$ cat config.mk
export PLATFORM = sky130hd
export DESIGN_NAME = multicycle_control_unit
export DESIGN_NICKNAME = d
export VERILOG_FILES = /design/src/rtl/multicycle_control_unit.sv
export SDC_FILE = /design/constraint.sdc
export NUM_CORES = 1
export LEC_CHECK = 0
export CAP_MARGIN = 25
export CORE_UTILIZATION = 43
export DETAILED_ROUTE_END_ITERATION = 12
export HOLD_SLACK_MARGIN = 0.1
export PLACE_DENSITY = 0.71
export SYNTH_ARGS = -nofsm -noshare
export SYNTH_HDL_FRONTEND = slang
export SYNTH_SLANG_ARGS = --single-unit
$ cat constraint.sdc
create_clock -name clk -period 4.2 [get_ports clk]
set_input_delay 0.63 -clock clk [delete_from_list [all_inputs] [get_ports clk]]
set_output_delay 0.63 -clock clk [all_outputs]
set_load 0.01 [all_outputs]
$ cat src/rtl/multicycle_control_unit.sv
// Multi-cycle RV32I control unit.
// Steps each instruction through FETCH/DECODE/EXEC/MEM/WB. Memory accesses
// use a ready handshake with a timeout. A bad opcode or an expired timeout
// parks the FSM in TRAP until trap_clr is asserted.
//
// Ports:
//   clk, rst_n           clock and asynchronous active-low reset
//   opcode               instr[6:0] from the IR, sampled in DECODE
//   mem_ready            completes the current imem or dmem access
//   trap_clr             releases TRAP (ignored in every other state)
//   imem_req, dmem_req   memory requests
//   ir_write, pc_write   one-cycle load pulses for the IR and the PC
//   alu_src..alu_op      datapath control, gated by state
//   state, trap_cause    FSM state and reason for the last trap
//   instr_retired        one-cycle pulse per completed instruction
//   retire_cnt           count of retired instructions, wraps
module multicycle_control_unit #(
    parameter int CNT_W       = 32,
    parameter int MEM_TIMEOUT = 15,
    parameter int EN_UPPER    = 1
) (
    input  logic             clk,
    input  logic             rst_n,
    input  logic [6:0]       opcode,
    input  logic             mem_ready,
    input  logic             trap_clr,
    output logic             imem_req,
    output logic             dmem_req,
    output logic             ir_write,
    output logic             pc_write,
    output logic             alu_src,
    output logic             mem_to_reg,
    output logic             mem_read,
    output logic             mem_write,
    output logic             branch,
    output logic             reg_write,
    output logic             jump_sel,
    output logic             jalr_sel,
    output logic [1:0]       alu_op,
    output logic [2:0]       state,
    output logic [1:0]       trap_cause,
    output logic             instr_retired,
    output logic [CNT_W-1:0] retire_cnt
);

    typedef enum logic [2:0] {
        S_FETCH  = 3'd0,
        S_DECODE = 3'd1,
        S_EXEC   = 3'd2,
        S_MEM    = 3'd3,
        S_WB     = 3'd4,
        S_TRAP   = 3'd5
    } state_t;

    typedef struct packed {
        logic       alu_src;
        logic       mem_to_reg;
        logic       ld;
        logic       st;
        logic       branch;
        logic       reg_write;
        logic       jump_sel;
        logic       jalr_sel;
        logic [1:0] alu_op;
    } ctrl_t;

    localparam int TW = (MEM_TIMEOUT > 0) ? $clog2(MEM_TIMEOUT + 1) : 1;
    localparam logic [TW-1:0] TO_MAX = TW'(MEM_TIMEOUT);
    localparam logic [TW-1:0] TO_M1  = TW'((MEM_TIMEOUT > 0) ? MEM_TIMEOUT - 1 : 0);

    state_t          st_q, st_d;
    ctrl_t           ctl_q, ctl_d, dec;
    logic            dec_ok;
    logic [TW-1:0]   tmr_q, tmr_d, tmr_inc;
    logic [1:0]      tc_q, tc_d;
    logic [CNT_W-1:0] cnt_q;
    logic            tmo, show;

    // Opcode to control vector.
    always_comb begin
        dec    = '0;
        dec_ok = 1'b1;
        case (opcode)
            7'b0110011: dec = 10'b0000010010;
            7'b0010011: dec = 10'b1000010010;
            7'b0000011: dec = 10'b1110010000;
            7'b0100011: dec = 10'b1001000000;
            7'b1100011: dec = 10'b0000100001;
            7'b1101111: dec = 10'b0000111011;
            7'b1100111: dec = 10'b0000111111;
            7'b0110111, 7'b0010111: begin
                if (EN_UPPER != 0) dec = 10'b1000010000;
                else               dec_ok = 1'b0;
            end
            default: dec_ok = 1'b0;
        endcase
    end

    // The trap fires on the cycle the wait count would reach MEM_TIMEOUT,
    // so a ready on that same cycle still completes the access.
    assign tmo     = (MEM_TIMEOUT != 0) && !mem_ready && (tmr_q == TO_M1);
    assign tmr_inc = (tmr_q == TO_MAX) ? tmr_q : tmr_q + 1'b1;
    assign show    = (st_q == S_EXEC) || (st_q == S_MEM) || (st_q == S_WB);

    always_comb begin
        st_d          = st_q;
        ctl_d         = ctl_q;
        tmr_d         = '0;     // restarts on every state change
        tc_d          = tc_q;
        imem_req      = 1'b0;
        dmem_req      = 1'b0;
        ir_write      = 1'b0;
        pc_write      = 1'b0;
        instr_retired = 1'b0;
        case (st_q)
            S_FETCH: begin
                imem_req = 1'b1;
                if (mem_ready) begin
                    ir_write = 1'b1;
                    st_d     = S_DECODE;
                end else if (tmo) begin
                    st_d = S_TRAP;
                    tc_d = 2'b10;
                end else begin
                    tmr_d = tmr_inc;
                end
            end
            S_DECODE: begin
                if (dec_ok) begin
                    ctl_d = dec;
                    st_d  = S_EXEC;
                end else begin
                    ctl_d = '0;
                    st_d  = S_TRAP;
                    tc_d  = 2'b01;
                end
            end
            S_EXEC: begin
                if (ctl_q.ld || ctl_q.st) begin
                    st_d = S_MEM;
                end else if (ctl_q.branch && !ctl_q.jump_sel) begin
                    // Conditional branches finish here; jumps still write rd.
                    pc_write      = 1'b1;
                    instr_retired = 1'b1;
                    st_d          = S_FETCH;
                end else begin
                    st_d = S_WB;
                end
            end
            S_MEM: begin
                dmem_req = 1'b1;
                if (mem_ready) begin
                    if (ctl_q.ld) begin
                        st_d = S_WB;
                    end else begin
                        pc_write      = 1'b1;
                        instr_retired = 1'b1;
                        st_d          = S_FETCH;
                    end
                end else if (tmo) begin
                    st_d = S_TRAP;
                    tc_d = 2'b10;
                end else begin
                    tmr_d = tmr_inc;
                end
            end
            S_WB: begin
                pc_write      = 1'b1;
                instr_retired = 1'b1;
                st_d          = S_FETCH;
            end
            S_TRAP: begin
                if (trap_clr) begin
                    st_d = S_FETCH;
                    tc_d = 2'b00;
                end
            end
            default: st_d = S_FETCH;
        endcase
        // Outputs stay quiet for as long as reset is held.
        if (!rst_n) begin
            imem_req      = 1'b0;
            dmem_req      = 1'b0;
            ir_write      = 1'b0;
            pc_write      = 1'b0;
            instr_retired = 1'b0;
        end
    end

    always_ff @(posedge clk or negedge rst_n) begin
        if (!rst_n) begin
            st_q  <= S_FETCH;
            ctl_q <= '0;
            tmr_q <= '0;
            tc_q  <= 2'b00;
            cnt_q <= '0;
        end else begin
            st_q  <= st_d;
            ctl_q <= ctl_d;
            tmr_q <= tmr_d;
            tc_q  <= tc_d;
            if (instr_retired) cnt_q <= cnt_q + 1'b1;
        end
    end

    assign alu_src    = show && ctl_q.alu_src;
    assign mem_to_reg = show && ctl_q.mem_to_reg;
    assign branch     = show && ctl_q.branch;
    assign jump_sel   = show && ctl_q.jump_sel;
    assign jalr_sel   = show && ctl_q.jalr_sel;
    assign alu_op     = show ? ctl_q.alu_op : 2'b00;
    assign mem_read   = (st_q == S_MEM) && ctl_q.ld;
    assign mem_write  = (st_q == S_MEM) && ctl_q.st;
    assign reg_write  = (st_q == S_WB) && ctl_q.reg_write;
    assign state      = st_q;
    assign trap_cause = tc_q;
    assign retire_cnt = cnt_q;

endmodule
==> impl_metrics.tcl, run 1 <==
set metrics [dict create \
    htreeDepth 2 \
    path_clk_slew_ns 0.08 \
    setup_viol 0 \
    crit_fanout 15 \
    drive_above_1_share 0.07645 \
    synth-main-ff-cell "dfrtp_1" \
    max_freq_mhz 313.9 \
    yosys_warnings 0 \
    io_pins 63 \
    viasPerCell 5.381 \
    cts.sinks 49 \
    relSlewSlack 0.5416 \
    end_kind "output port" \
    cts_buffers 5 \
    final_cell_mix "61 x clkdlybuf4s50_1, 49 x dfrtp_1, 28 x nand2_1, 25 x nor2_1, 21 x xor2_1" \
    grt_max_degree 41 \
    wl_per_cell_microns 14.46 \
    antenna_left 0 \
    clock_path_buffers 2 \
    multiInputGateArea_sq_um 1328 \
    grt_usage 0.1889 \
    grt_overflow 0 \
    netlist.area_leader.share 0.4612 \
    setup_tns_ns 0 \
    start_util 0.4464 \
    seqCellArea_sq_um 1226 \
    ys_async_sr_fraction 1.000 \
    yosysSeqAreaShare 0.4612 \
    ctsRootBufferMaster "clkbuf_8" \
    tightest_slew_ns 0.6861 \
    die_x_microns 80.64 \
    skew_ns 0.003303 \
    routed_wl_microns 5813 \
    status "finished clean" \
    ys_top_cells_by_area "dfrtp_1 46%, xor2_1 6.9%, nand2_1 4.0%" \
    synth-seq-cells 49 \
    total_power_mw 1.207 \
    synth_cells 267 \
    leakagePower_nw 1.517 \
    cts_tree "done" \
    synth_nets 281 \
    place_hpwl_microns 4270 \
    firstDrtPassIters 5 \
    die_h_microns 80.64 \
    clock_latency_ns 0.29 \
    port_buffers 62 \
    core_area_sq_um 5956 \
    crit_arrival_ns 2.56 \
    final_cell_area_sq_um 3374 \
    gp_congestion 0.8616 \
    nFillCells 521 \
    synth.avg_cell_area_sq_um 9.958 \
    grt_pass1_wl_microns 9342 \
    cts_setup_buffers 0 \
    cp.required_ns 3.57 \
    critPathKind "register to output port" \
    holdWs_ns 0.2130 \
    dp.cells 396 \
    rsz0062_at_grt "no" \
    grt_pass1_vias 1940 \
    power.density_nw_per_um2 357.6 \
    ir_worst_vdd_uv 271.8 \
    dpl_cell_area_sq_um 3301 \
    finalHoldViolCount 0 \
    fin_nets 342 \
    area_delta_synth_final_pct 26.92 \
    period_share 0.7586 \
    dieArea_sq_um 6502 \
    antenna_found_initial 0 \
    synth_cell_type_count 56 \
    rows 28 \
    antennaDiodeCount 0 \
    drtIter0Drc 79 \
    num_vias 2163 \
    start_kind "register" \
    synthesis.area_sq_um 2659 \
    period_needed_ns 3.186 \
    final_common_cell "clkdlybuf4s50_1" \
    min_path_type "input pin to asynchronous set/reset pin" \
    drv_cap 0 \
    synth.largest_area_cell "dfrtp_1" \
    drc_errors 0 \
    cts_hold_buf 0 \
    synth_edf_count 0 \
    final_cells 402 \
    cts_resized 0 \
    slew_viol_final 0 \
]
==> registers in the layout, summed over array words and instances, names as in the netlist <==
register,cells
tmr_q,4
state,3
retire_cnt,32
trap_cause,2
ctl_q,8
==> report_power, final <==
group          internal (mW)  total [mW]  switching, mW
clock network          0.110       0.255          0.145
logic                  0.177       0.355          0.178
registers              0.515       0.597         0.0812
==> per-stage QoR <==
step             util  worst slack [ns]
2_1_floorplan       -             2.055
3_3_place_gp   0.5542             1.073
3_5_place_dp   0.5542             1.032
4_1_cts        0.5666             1.009
5_1_grt        0.5666            0.8712
6_report       0.5666             1.014
==> worst paths after layout <==
check,from,to,slack (ns),cells after the start
worst min register to register,retire_cnt[31]$_DFFE_PN0P_,retire_cnt[31]$_DFFE_PN0P_,0.50,1
worst min-delay path,rst_n,tmr_q[0]$_DFFE_PN0P_,0.21,1
worst max register to register,state[0]$_DFFE_PN0P_,state[0]$_DFFE_PN0P_,2.00,5
worst max-delay path,state[1]$_DFFE_PN0P_,instr_retired,1.01,5
max in group asynchronous,rst_n,retire_cnt[30]$_DFFE_PN0P_,3.20,2
min in group clk,retire_cnt[31]$_DFFE_PN0P_,retire_cnt[31]$_DFFE_PN0P_,0.50,1
==> area by class of cell <==
class | count | share of cell area
Clock buffer | 5 | 0.02039
Clock inverter | 1 | 0.001483
Inverter | 8 | 0.008899
Multi-Input combinational cell | 201 | 0.3934
Sequential cell | 49 | 0.3634
Tap cell | 75 | 0.02781
Timing Repair Buffer | 63 | 0.1846
==> per-layer routing <==
| metal | track usage | vias to the layer above | wire [microns] |
|---|---|---|---|
| met5 | 0 | - | 0 |
| met4 | 0.07321 | 0 | 108 |
| met3 | 0.03750 | 11 | 226 |
| met2 | 0.2881 | 54 | 2651 |
| met1 | 0.2618 | 1034 | 2826 |
| li1 | - | 1064 | - |
==> cell usage after synthesis (2+ instances only) <==
cell,number
nand2_1,28
buf_4,3
and4_1,2
nand4_1,8
nor4_1,6
a31oi_1,3
nor2_1,25
xor2_1,21
a22o_1,2
inv_1,7
nand2b_1,2
nor3b_1,2
buf_6,4
o2111ai_1,2
o21bai_1,2
xnor2_1,12
a21oi_1,5
dfrtp_1,49
nor3_1,9
nor2b_1,7
or2_2,2
clkbuf_1,2
o21ai_0,6
nand3_1,15
and3_2,3
and3_1,6
a21o_1,2
ha_1,3
and4b_1,2
==> worst max-delay path: stages (launching register included) <==
cell	delay (ns)
dfrtp_1	0.59
nor2b_4	0.38
a41oi_2	0.18
a21o_4	0.34
clkinv_1	0.19
clkdlybuf4s50_1	0.57
==> kinds of logic after synthesis <==
group / share of synthesized area
and+or+nand+nor: 0.2781
DFF: 0.4612
AOI/OAI and AO/OA: 0.09836
xor gates and xnor gates: 0.1087
buffers and inverters: 0.03953
adders and majority gates: 0.01412
No activity file was read; power rests on OpenSTA's default activity.
==> run 2: changes to the inputs <==
Clock period 4.2 ns to 3.2 ns, I/O delays scaled along.
==> run 2 against run 1 <==
Clock power rose by 40%. Flip-flop and latch count stayed put. Non-clock buffer count rose by 3. Worst hold slack got worse by 0.0028 ns. Largest power group unchanged. Sequential share of layout area fell by 0.33 points. Via count down 0.60%.
==> impl_metrics.tcl, run 2 (synthesis results as in run 1) <==
set metrics [dict create \
    dpl_cell_area_sq_um 3323 \
    grt_pass1_vias 1976 \
    dp.cells 399 \
    power.density_nw_per_um2 471.5 \
    cts_hold_buf 0 \
    cts_setup_buffers 0 \
    drive_above_1_share 0.08735 \
    clock_path_buffers 2 \
    start_kind "register" \
    cp_cell_sequence "nor2b_4 -> a41oi_2 -> a21o_4 -> clkinv_1 -> clkdlybuf4s50_1" \
    place_hpwl_microns 4279 \
    period_needed_ns 2.908 \
    final_cell_area_sq_um 3406 \
    rsz0062_at_grt "no" \
    die_h_microns 80.64 \
    worst-path-buf-inv 2 \
    grt_max_degree 38 \
    area_delta_synth_final_pct 28.09 \
    die_x_microns 80.64 \
    setup_tns_ns 0 \
    grt_usage 0.1949 \
    htreeDepth 2 \
    crit-reg2reg-launch "state[0]$_DFFE_PN0P_" \
    max_stage_delay_ns 0.60 \
    period_share 0.9088 \
    rows 28 \
    io_pins 63 \
    grt_pass1_wl_microns 9597 \
    gp_congestion 0.8673 \
    cts_tree "done" \
    final_cells 407 \
    total_power_mw 1.606 \
    skew_ns 0.006572 \
    ir_worst_vdd_uv 372.7 \
    dieArea_sq_um 6502 \
    antennaDiodeCount 0 \
    setup_viol 0 \
    crit_fanout 15 \
    viasPerCell 5.283 \
    min_path_type "input pin to asynchronous set/reset pin" \
    antenna_found_initial 0 \
    fin_nets 345 \
    slew_viol_final 0 \
    seqCellArea_sq_um 1226 \
    finalHoldViolCount 0 \
    place_ws_ns 0.4985 \
    core_area_sq_um 5956 \
    drv_cap 0 \
    crit_arrival_ns 2.43 \
    port_buffers 62 \
    final_cell_mix "61 x clkdlybuf4s50_1, 49 x dfrtp_1, 28 x nand2_1, 25 x nor2_1, 21 x xor2_1" \
    firstDrtPassIters 4 \
    antenna_left 0 \
    path_clk_slew_ns 0.09 \
    holdWs_ns 0.2102 \
    wl_per_cell_microns 14.54 \
    leakagePower_nw 1.538 \
    post-route-util 0.5718 \
    ctsRootBufferMaster "clkbuf_8" \
    max_freq_mhz 343.9 \
    drtIter0Drc 122 \
    startpoint "state[1]$_DFFE_PN0P_" \
    num_vias 2150 \
    status "finished clean" \
    routed_wl_microns 5916 \
    cts_resized 0 \
    crit_slowest_cell "dfrtp_1" \
    drc_errors 0 \
    largest_reg_flops 32 \
    tightest_slew_ns 0.7216 \
    relSlewSlack 0.5179 \
    nFillCells 539 \
    cp_top_family "buffers and inverters" \
    cts_buffers 5 \
    critPathKind "register to output port" \
    final_common_cell "clkdlybuf4s50_1" \
    cts.sinks 49 \
    end_kind "output port" \
    cp.required_ns 2.72 \
    clock_latency_ns 0.31 \
    multiInputGateArea_sq_um 1328 \
    start_util 0.4464 \
    setup_ws_ns 0.2918 \
    grt_overflow 0 \
]
==> run 2: report_power, final <==
part           switching, mW  internal, mW  leakage, nW
Combinational          0.233         0.234        0.827
Clock                  0.205         0.152       0.0450
Sequential             0.106         0.676        0.666
Total                  0.544          1.06         1.54
==> run 2: final timing paths <==
check                      depth (start not counted)  slack, ns                    endpoint
max in group asynchronous                          2       2.55        ctl_q[3]$_DFFE_PN0P_
max                                                5       0.29               instr_retired
min                                                2       0.21        tmr_q[2]$_DFFE_PN0P_
min in group clk                                   1       0.47  retire_cnt[31]$_DFFE_PN0P_
min reg2reg                                        1       0.47  retire_cnt[31]$_DFFE_PN0P_
max reg2reg                                        5       0.98        state[0]$_DFFE_PN0P_
==> run 2: cell type report <==
cell class              count  share of cell area
repair buffers             66              0.1896
inverters                   8            0.008817
clock inverters             2            0.002939
well taps                  75             0.02755
flip-flops and latches     49              0.3600
multi-input cells         201              0.3898
clock buffers               6             0.02131
==> run 2: routing by layer <==
layer	vias up	global-route usage	part of all wire
li1	1071	-	-
met1	1032	0.2638	0.47
met2	41	0.3076	0.48
met3	6	0.03523	0.033
met4	0	0.07500	0.014
met5	-	0	0
